--- src/rtl/instr_stream_feeder.sv ---
// Program memory plus fetch sequencer that streams 16-bit instructions into the
// mini RISC core's two-beat load protocol and follows the core PC for branches.
module instr_stream_feeder #(
    parameter int          AW        = 5,
    parameter logic [15:0] HALT_WORD = 16'hFFFF,
    parameter int          MAX_ISSUE = 255
) (
    input  logic          clk,
    input  logic          rst,
    input  logic          prog_we,
    input  logic [AW-1:0] prog_addr,
    input  logic [15:0]   prog_data,
    input  logic          start,
    input  logic          stop,
    input  logic [AW-1:0] core_pc,
    output logic          load_en,
    output logic [6:0]    lo_data,
    output logic [7:0]    hi_data,
    output logic [AW-1:0] fetch_addr,
    output logic          busy,
    output logic          done,
    output logic [7:0]    icount,
    output logic          wr_err
);

    localparam logic [7:0] MAX_ISSUE_C = 8'(MAX_ISSUE);

    typedef enum logic [2:0] {
        S_IDLE    = 3'd0,
        S_READ    = 3'd1,
        S_BEAT_LO = 3'd2,
        S_BEAT_HI = 3'd3,
        S_EXEC    = 3'd4,
        S_PCWAIT  = 3'd5,
        S_DONE    = 3'd6
    } state_t;

    state_t        state_r, state_s;
    logic [15:0]   mem_r [0:(1<<AW)-1];
    logic [15:0]   mem_rd_s;
    logic [15:0]   word_r, word_s;
    logic          load_en_r, load_en_s;
    logic [6:0]    lo_data_r, lo_data_s;
    logic [7:0]    hi_data_r, hi_data_s;
    logic [AW-1:0] fetch_addr_r, fetch_addr_s;
    logic          busy_r, busy_s;
    logic          done_r, done_s;
    logic [7:0]    icount_r, icount_s;
    logic          wr_err_r;

    assign mem_rd_s = mem_r[fetch_addr_r];

    // Program memory write port; writes are only accepted between runs.
    always_ff @(posedge clk) begin
        if (prog_we && !busy_r) begin
            mem_r[prog_addr] <= prog_data;
        end
    end

    // State register.
    always_ff @(posedge clk) begin
        if (rst) begin
            state_r <= S_IDLE;
        end else begin
            state_r <= state_s;
        end
    end

    // Next-state and next-output logic; outputs are registered from these values
    // so each beat appears on the wires during the cycle of its state.
    always_comb begin
        state_s      = state_r;
        word_s       = word_r;
        fetch_addr_s = fetch_addr_r;
        icount_s     = icount_r;
        load_en_s    = 1'b0;
        lo_data_s    = 7'd0;
        hi_data_s    = 8'd0;
        case (state_r)
            S_IDLE, S_DONE: begin
                if (start) begin
                    state_s      = S_READ;
                    fetch_addr_s = {AW{1'b0}};
                    icount_s     = 8'd0;
                end else begin
                    state_s = state_r;
                end
            end
            S_READ: begin
                word_s = mem_rd_s;
                if (mem_rd_s == HALT_WORD) begin
                    state_s = S_DONE;
                end else if (icount_r == MAX_ISSUE_C) begin
                    state_s = S_DONE;
                end else begin
                    state_s   = S_BEAT_LO;
                    load_en_s = 1'b1;
                    lo_data_s = mem_rd_s[6:0];
                end
            end
            S_BEAT_LO: begin
                state_s   = S_BEAT_HI;
                load_en_s = 1'b1;
                hi_data_s = word_r[15:8];
            end
            S_BEAT_HI: begin
                state_s  = S_EXEC;
                icount_s = (icount_r == 8'hFF) ? icount_r : icount_r + 8'd1;
            end
            S_EXEC: begin
                state_s = S_PCWAIT;
            end
            S_PCWAIT: begin
                state_s      = S_READ;
                fetch_addr_s = core_pc;
            end
            default: begin
                state_s = S_IDLE;
            end
        endcase

        // stop overrides every transition, including a pending second beat.
        if (busy_r && stop) begin
            state_s      = S_DONE;
            fetch_addr_s = fetch_addr_r;
            icount_s     = icount_r;
            load_en_s    = 1'b0;
            lo_data_s    = 7'd0;
            hi_data_s    = 8'd0;
        end else begin
            state_s = state_s;
        end

        busy_s = (state_s != S_IDLE) && (state_s != S_DONE);
        done_s = (state_s == S_DONE);
    end

    // Registered outputs and datapath.
    always_ff @(posedge clk) begin
        if (rst) begin
            word_r       <= 16'd0;
            load_en_r    <= 1'b0;
            lo_data_r    <= 7'd0;
            hi_data_r    <= 8'd0;
            fetch_addr_r <= {AW{1'b0}};
            busy_r       <= 1'b0;
            done_r       <= 1'b0;
            icount_r     <= 8'd0;
            wr_err_r     <= 1'b0;
        end else begin
            word_r       <= word_s;
            load_en_r    <= load_en_s;
            lo_data_r    <= lo_data_s;
            hi_data_r    <= hi_data_s;
            fetch_addr_r <= fetch_addr_s;
            busy_r       <= busy_s;
            done_r       <= done_s;
            icount_r     <= icount_s;
            wr_err_r     <= prog_we && busy_r;
        end
    end

    assign load_en    = load_en_r;
    assign lo_data    = lo_data_r;
    assign hi_data    = hi_data_r;
    assign fetch_addr = fetch_addr_r;
    assign busy       = busy_r;
    assign done       = done_r;
    assign icount     = icount_r;
    assign wr_err     = wr_err_r;

endmodule

--- config.mk ---
export PLATFORM = sky130hd
export DESIGN_NAME = instr_stream_feeder
export DESIGN_NICKNAME = d
export VERILOG_FILES = /design/src/rtl/instr_stream_feeder.sv
export SDC_FILE = /design/constraint.sdc
export NUM_CORES = 1
export LEC_CHECK = 0
export CAP_MARGIN = 5
export CORE_UTILIZATION = 44
export CTS_BUF_LIST = sky130_fd_sc_hd__clkbuf_8
export DETAILED_ROUTE_END_ITERATION = 16
export PLACE_DENSITY = 0.57
export REMOVE_ABC_BUFFERS = 1
export SETUP_SLACK_MARGIN = 0.15
export SYNTH_ARGS = -nofsm -noshare
export SYNTH_HDL_FRONTEND = slang
export SYNTH_SLANG_ARGS = --single-unit
export TNS_END_PERCENT = 30
--- constraint.sdc ---
create_clock -name clk -period 4.53 [get_ports clk]
set_input_delay 0.906 -clock clk [delete_from_list [all_inputs] [get_ports clk]]
set_output_delay 0.906 -clock clk [all_outputs]
set_load 0.02 [all_outputs]
; Word-level counts from Yosys, hierarchy flattened
; Memories as Yosys holds them, arrays and structs flattened. A register that Yosys moved wholly into a read port is not among the register bits.
; Index checks and enable logic that the tools add are counted.
[totals]
output_inout_bits = 32
ram_bits = 512
word_cells = 59
n_memories = 1
regBits = 51
[op_classes]
reduce_logical = 15
n_eq_ne = 12
add_sub_neg = 1
bitwise_logic = 3
mux = 17
[mem_list]
columns = memory, depth, width, rd, rd_ports_with_merged_regs, write_ports, line_no
row1 = mem_r, 32, 16, 1, 1, 1, 39  ; logic [15:0] mem_r [0:(1<<AW)-1];
[op_table]
columns = op, n
row1 = 3-bit case mux with 6 select lines, 1
row2 = 16-bit equality test (second input constant), 1
row3 = 8-bit 2-to-1 mux, 2
row4 = 8-bit case mux with 2 select lines, 1
row5 = 5-bit 2-to-1 mux, 3
row6 = 3-bit equality test (second input constant), 4
row7 = 3-bit 2-to-1 mux, 4
row8 = 5-bit case mux with 2 select lines, 1
row9 = 8-bit by 1-bit adder with 8-bit output (second input constant), 1
row10 = 8-bit equality test (second input constant), 1
row11 = 3-bit by 2-bit equality test with 1-bit output (second input constant), 2
row12 = 5-bit OR reduction, 1
row13 = 1-bit logical AND, 4
row14 = 1-bit 2-to-1 mux, 4
row15 = 2-bit != test (second input constant), 2
row16 = 4-bit AND reduction, 1
row17 = 2-bit nonzero test, 2
row18 = 2-bit OR reduction, 2
row19 = 3-bit by 1-bit equality test with 1-bit output (second input constant), 1
row20 = 3-bit logical NOT, 1
row21 = 3-bit != test (second input constant), 1
row22 = 1-bit NOT, 3
row23 = 3-bit AND reduction, 1
row24 = 3-bit nonzero test, 1
row25 = 3 further kinds, 3

; Longest topological paths before layout
; Gate-level depths: netlist of run 1.
[depth]
ltp_word = 7
mapped_depth = 13
ltp_nobuf = 9

; Worst setup path after synthesis of run 1
; No wires, ideal clock.
[synth_path]
kind = register to register
startpoint = reg with a tool-made name
endpoint = reg lo_data_r[2] (netlist: lo_data[2])
t_arrival_ns = 2.645
stages_incl_launch_ff = 12
setup_slack_ns = 1.825
period_less_slack_ns = 2.705
cell_sequence = dfxtp_1 -> buf_4 -> buf_2 -> mux4_2 -> mux2i_1 -> o22ai_1 -> a311o_1 -> o211ai_1 -> nor4_1 -> a21bo_2 -> nor4b_4 -> and2_1
[synth_rtl]
columns = item, line_no
row1 = end signal: assignment, 153  ; lo_data_r <= lo_data_s;
row2 = end: declaration, 43  ; logic [6:0] lo_data_r, lo_data_s;

==> flow_summary.json, run 1 <==
{
  "status": "completed",
  "endpoint_kind": "register",
  "synth_async_sr_flop_share_pct": 0,
  "drc": 0,
  "rsz0062_at_grt": "false",
  "drv_cap": 0,
  "die_y_um": 224,
  "ys_seq_area_share_pct": 75.1,
  "start_kind": "register",
  "path_class": "register to register",
  "hold_violations": 0,
  "worstPathRequired_ps": 5120,
  "rows": 81,
  "cts_tree": "done",
  "ys_ff_latch": 560,
  "hold_buffers": 0,
  "clockBufferDepth": 3,
  "ant_nets": 0,
  "reg2reg_slack_ps": 970,
  "gp_congestion": 0.795,
  "port_buffers": 62,
  "drive_gt1_share_pct": 19.0,
  "post_cts_resized": 0,
  "area_growth_pct": 15.2,
  "synth-main-ff-cell": "edfxtp_1",
  "synth_edf_count": 512,
  "synthCells": 1210,
  "post-route-period-util_pct": 78.5,
  "p_per_area_nw_per_um2": 416,
  "wl_per_cell_um": 25.1,
  "dp.cells": 1930,
  "dpl_cell_area_um2": 23400,
  "fillerInstances": 4043,
  "cp_max_fo": 52,
  "ios": 63,
  "finalSetupViolations": 0,
  "final_util_pct": 51.3,
  "hp-class": "register to register",
  "routed_wl_um": 52400,
  "cts_root_buffer": "clkbuf_8",
  "slew_viol_final": 0,
  "fmax_mhz": 281,
  "antenna_found_initial": 0,
  "cts.sinks": 560,
  "yosys_warnings": 0,
  "grt_max_degree": 53,
  "synth_cell_type_count": 63,
  "dp_hpwl_um": 31900,
  "leakagePower_nw": 7.85,
  "critPathArrivalTime_ps": 4140,
  "relSlewSlack_pct": 15.7,
  "hold_depth": 1,
  "drt_first_iter_violations": 1046,
  "ir_worst_vdd_mv": 0.185,
  "grt_overflow": 0,
  "final_cell_count_no_fill": 2088,
  "numCtsBuffers": 90,
  "start_util_pct": 44.5,
  "layout.nets": 1392,
  "syn-cell-area_um2": 21800,
  "tightestPinTransition_ps": 1260,
  "die_area_um2": 50300,
  "period_minus_slack_ps": 3560,
  "synth.avg_cell_area_um2": 18.0,
  "reg2regPathDepth": 11,
  "num_vias": 11600,
  "core_area_um2": 48800,
  "finalInstanceArea_um2": 25100,
  "clock_latency_ps": 650,
  "min-delay-start": "word_r[11]$_SDFFE_PP0P_",
  "h-tree-depth": 3,
  "grt_usage_pct": 21.3,
  "first_global_vias": 11600,
  "grt_pass1_wl_um": 76800,
  "clkSlewWorstSetupHoldPaths_ps": 60,
  "die_w_um": 224,
  "vias_per_cell": 5.58,
  "finalClockSkew_ps": 21.5,
  "post-cts-setup-buffer-count": 0,
  "dr.pass1.iters": 5,
  "fin_tns_setup_ps": 0
}
[layout by cell type (no fill, tap or decap), types with 6 or more instances in the layout]
cell type | Yosys | layout
mux2_2 | 8 | 8
nand2_1 | 61 | 61
mux2i_1 | 146 | 146
nand4_1 | 10 | 10
xor2_1 | 6 | 6
mux4_2 | 58 | 58
and2_1 | 15 | 15
buf_4 | 16 | 50
a22oi_1 | 47 | 47
edfxtp_1 | 512 | 512
inv_1 | 3 | 41
nor2_1 | 74 | 42
clkdlybuf4s50_1 | 0 | 62
clkinv_1 | 1 | 15
clkbuf_8 | 0 | 95
nor2_2 | 1 | 33
nand3_1 | 35 | 35
nand2b_1 | 6 | 6
dfxtp_1 | 48 | 45
o22ai_1 | 7 | 7
a21oi_1 | 24 | 24
[where the power goes]
part	total, mW	switching, mW	internal, mW
logic	0.666	0.418	0.249
registers	5.82	0.0793	5.74
clock network	3.93	1.90	2.03
total	10.4	2.39	8.02
[path summary, 6_finish.rpt]
| path | to |
|---|---|
| min reg2reg | hi_data[3]$_SDFF_PP0_ |
| min | hi_data[3]$_SDFF_PP0_ |
| max | lo_data[3]$_SDFF_PP0_ |
| max reg2reg | lo_data[3]$_SDFF_PP0_ |
[registers in the layout, summed over array words and instances (netlist names), named ones only]
name        cells
done            1
lo_data         7
state_r         3
busy            1
load_en         1
hi_data         8
fetch_addr      5
word_r          8
icount          8
mem_r         512
wr_err          1
[worst max-delay path: stages (launching register included)]
cell and delay, ps:
dfxtp_4 650, buf_12 320, buf_12 370, mux2i_1 280, a22oi_1 120, nand3_1 250, nand4_1 330, nand2_1 160
nor4b_1 70, a21bo_2 250, nor4b_4 380, and2_1 200
[cells by family (layout without fill, tap and decap cells)]
logic type      Yosys count  after routing  synth area share (%)
fa+ha+maj                 2              2                 0.115
compound gates          114            114                  3.63
buf+inv                  64            277                  1.60
simple gates            245            245                  5.50
xor+xnor                  8              8                 0.322
other cells               0              1                     0
flops                   560            560                  75.1
mux                     217            217                  13.7
[per-stage QoR]
step           hold slack [ps]  total power, mW  worst slack, ps
6_report                   451             10.4              975
5_1_grt                    491             10.8              738
4_1_cts                    456             10.5              990
3_5_place_dp               443             6.59             1020
3_3_place_gp               445             6.57             1080
2_1_floorplan              426             6.28            -3730
[cell usage after synthesis (all sizes together) (5+ instances only)]
cell type  number  area, um^2
nor2           75         284
edfxtp        512       15400
nand2b          6        37.5
mux2            8        90.1
dfxtp          48         961
nor3            5        25.0
o21ai           5        25.0
a21oi          24         120
nand3          35         175
nor2b           7        43.8
mux4           63        1440
and2           15        93.8
nand4          10        62.6
nand2          61         229
o211ai          5        37.5
xor2            6        52.6
buf            41         260
a22oi          47         353
mux2i         146        1460
o22ai           7        43.8
a211oi          5        37.5
clkbuf         19        72.6
[routing by layer]
layer / vias up / global-route usage [%] / routed length [um]
met5: - / 0 / 0
met4: 0 / 7.13 / 1030
met3: 65 / 5.07 / 4190
met2: 450 / 31.3 / 23400
met1: 6014 / 31.2 / 23800
li1: 5117 / - / -
[layout make-up]
cell class / instances / area (um^2) / share of cell area, %
clock buffer: 95 / 1310 / 5.22
multi-input combinational: 586 / 5160 / 20.6
timing repair buffer: 117 / 1100 / 4.40
antenna: 1 / 2.50 / 0.00999
inverter: 4 / 15.0 / 0.0599
tap: 664 / 831 / 3.32
sequential: 560 / 16300 / 65.2
clock inverter: 61 / 295 / 1.18
Note: power is estimated with default switching activity, not from simulation.
==> run 2: changes to the inputs <==
- PLACE_DENSITY: 0.57 -> 0.59
- clock period: 4.53 -> 3 ns (I/O delays scaled with it)
==> flow_summary.json, run 2 (synthesis results as in run 1) <==
{
  "intPower_mw": 12.1,
  "wl_per_cell_um": 25.5,
  "drv_cap": 0,
  "h-tree-depth": 3,
  "place_ws_ps": -230,
  "min-delay-start": "word_r[10]$_SDFFE_PP0P_",
  "endpoint_kind": "register",
  "status": "completed",
  "cts_tree": "done",
  "clockPowerShare_pct": 37.0,
  "leakagePower_nw": 8.49,
  "ant_nets": 0,
  "tightestPinTransition_ps": 918,
  "hold_violations": 0,
  "drive_gt1_share_pct": 26.5,
  "period_minus_slack_ps": 2940,
  "finalInstanceArea_um2": 26500,
  "ir_worst_vdd_mv": 0.248,
  "fmax_mhz": 341,
  "p_per_area_nw_per_um2": 595,
  "clkSlewWorstSetupHoldPaths_ps": 60,
  "cts.sinks": 560,
  "rsz0062_at_grt": "true",
  "dr.pass1.iters": 6,
  "drt_first_iter_violations": 1226,
  "post-route-period-util_pct": 97.9,
  "die_area_um2": 50300,
  "die_w_um": 224,
  "area_growth_pct": 21.7,
  "p_sw_mw": 3.68,
  "grt_overflow": 0,
  "finalClockSkew_ps": 51.4,
  "clock_latency_ps": 660,
  "grt_pass1_wl_um": 80600,
  "seq_power_share_pct": 55.5,
  "final_common_cell": "edfxtp_1",
  "combPwrFrac_pct": 7.4,
  "layout.nets": 1492,
  "grt_max_degree": 33,
  "core_area_um2": 48800,
  "die_y_um": 224,
  "largest_reg_flops": 512,
  "slew_viol_final": 0,
  "gp_congestion": 0.825,
  "cts_root_buffer": "clkbuf_8",
  "dpl_cell_area_um2": 24200,
  "path_class": "register to register",
  "start_kind": "register",
  "relSlewSlack_pct": 38.6,
  "swShare_pct": 23.4,
  "cp_max_fo": 6,
  "port_buffers": 62,
  "numCtsBuffers": 91,
  "rows": 81,
  "dp_hpwl_um": 33400,
  "first_global_vias": 12000,
  "worstPathRequired_ps": 3600,
  "drc": 0,
  "critPathArrivalTime_ps": 3540,
  "grt_usage_pct": 22.6,
  "num_vias": 12200,
  "routed_wl_um": 55900,
  "clockBufferDepth": 3,
  "hp-class": "register to register",
  "final_util_pct": 54.2,
  "antenna_found_initial": 2,
  "start_util_pct": 44.5,
  "layout_common_cells": "edfxtp_1, mux2i_1, buf_4",
  "vias_per_cell": 5.55,
  "worst_slack_ps": 64.2,
  "regMostFlops": "mem_r",
  "hold_buffers": 0,
  "finalSetupViolations": 0,
  "ios": 63
}
run 2: critical path, stage by stage, from the launching register on:
cell	delay, ps
dfxtp_4	370
buf_12	140
buf_4	110
mux4_1	540
mux4_2	500
mux2i_4	200
nor2_4	70
nor4b_1	150
a21bo_2	240
nor4b_4	240
buf_4	190
and2_1	130
run 2: path summary, 6_finish.rpt:
kind                            slack, ps  cells past startpoint               endpoint
worst max-delay path                   60                     11  lo_data[2]$_SDFF_PP0_
worst min-delay path                  460                      1  hi_data[2]$_SDFF_PP0_
worst max register to register         60                     11  lo_data[2]$_SDFF_PP0_
worst min register to register        460                      1  hi_data[2]$_SDFF_PP0_
run 2: area by class of cell:
cell class / instances / area, um^2
Fill cell: 3934 / 22400
Sequential cell: 560 / 16300
Multi-Input combinational cell: 586 / 5350
Timing Repair Buffer: 216 / 2350
Clock buffer: 96 / 1320
Tap cell: 664 / 831
Clock inverter: 65 / 268
Inverter: 4 / 15.0
Antenna cell: 1 / 2.50
run 2: power groups by stage:
stage	registers, mW	logic (mW)	clock network [mW]
finish	8.75	1.17	5.84
detailed placement	8.92	1.08	0
global route	8.76	1.26	6.29
global placement	8.91	1.06	0
floorplan	8.97	0.513	0
CTS	8.75	1.15	5.96
run 2: metrics by stage:
stage	hold WS [ps]	total power [mW]	TNS, ps	std cells
global route	474	16.3	-217	2192
CTS	458	15.9	0	2185
floorplan	426	9.48	-91760	1150
finish	459	15.8	0	2192
detailed placement	445	10.0	-2280	1997
global placement	441	9.97	-1800	1997
run 2: per-layer routing:
layer	GRT usage (%)	up-vias	share of wire, %
met1	32.0	6235	44
met2	33.8	502	45
met3	6.58	82	8.5
met4	6.61	0	1.9
met5	0	-	0
li1	-	5345	-
run 2: repair_timing:
item,4_1_cts,5_1_grt
gates resized for setup,26,34
endpoints found under the setup margin,11,12
cloned,3,2
setup buffers,24,5
pin swaps,5,16
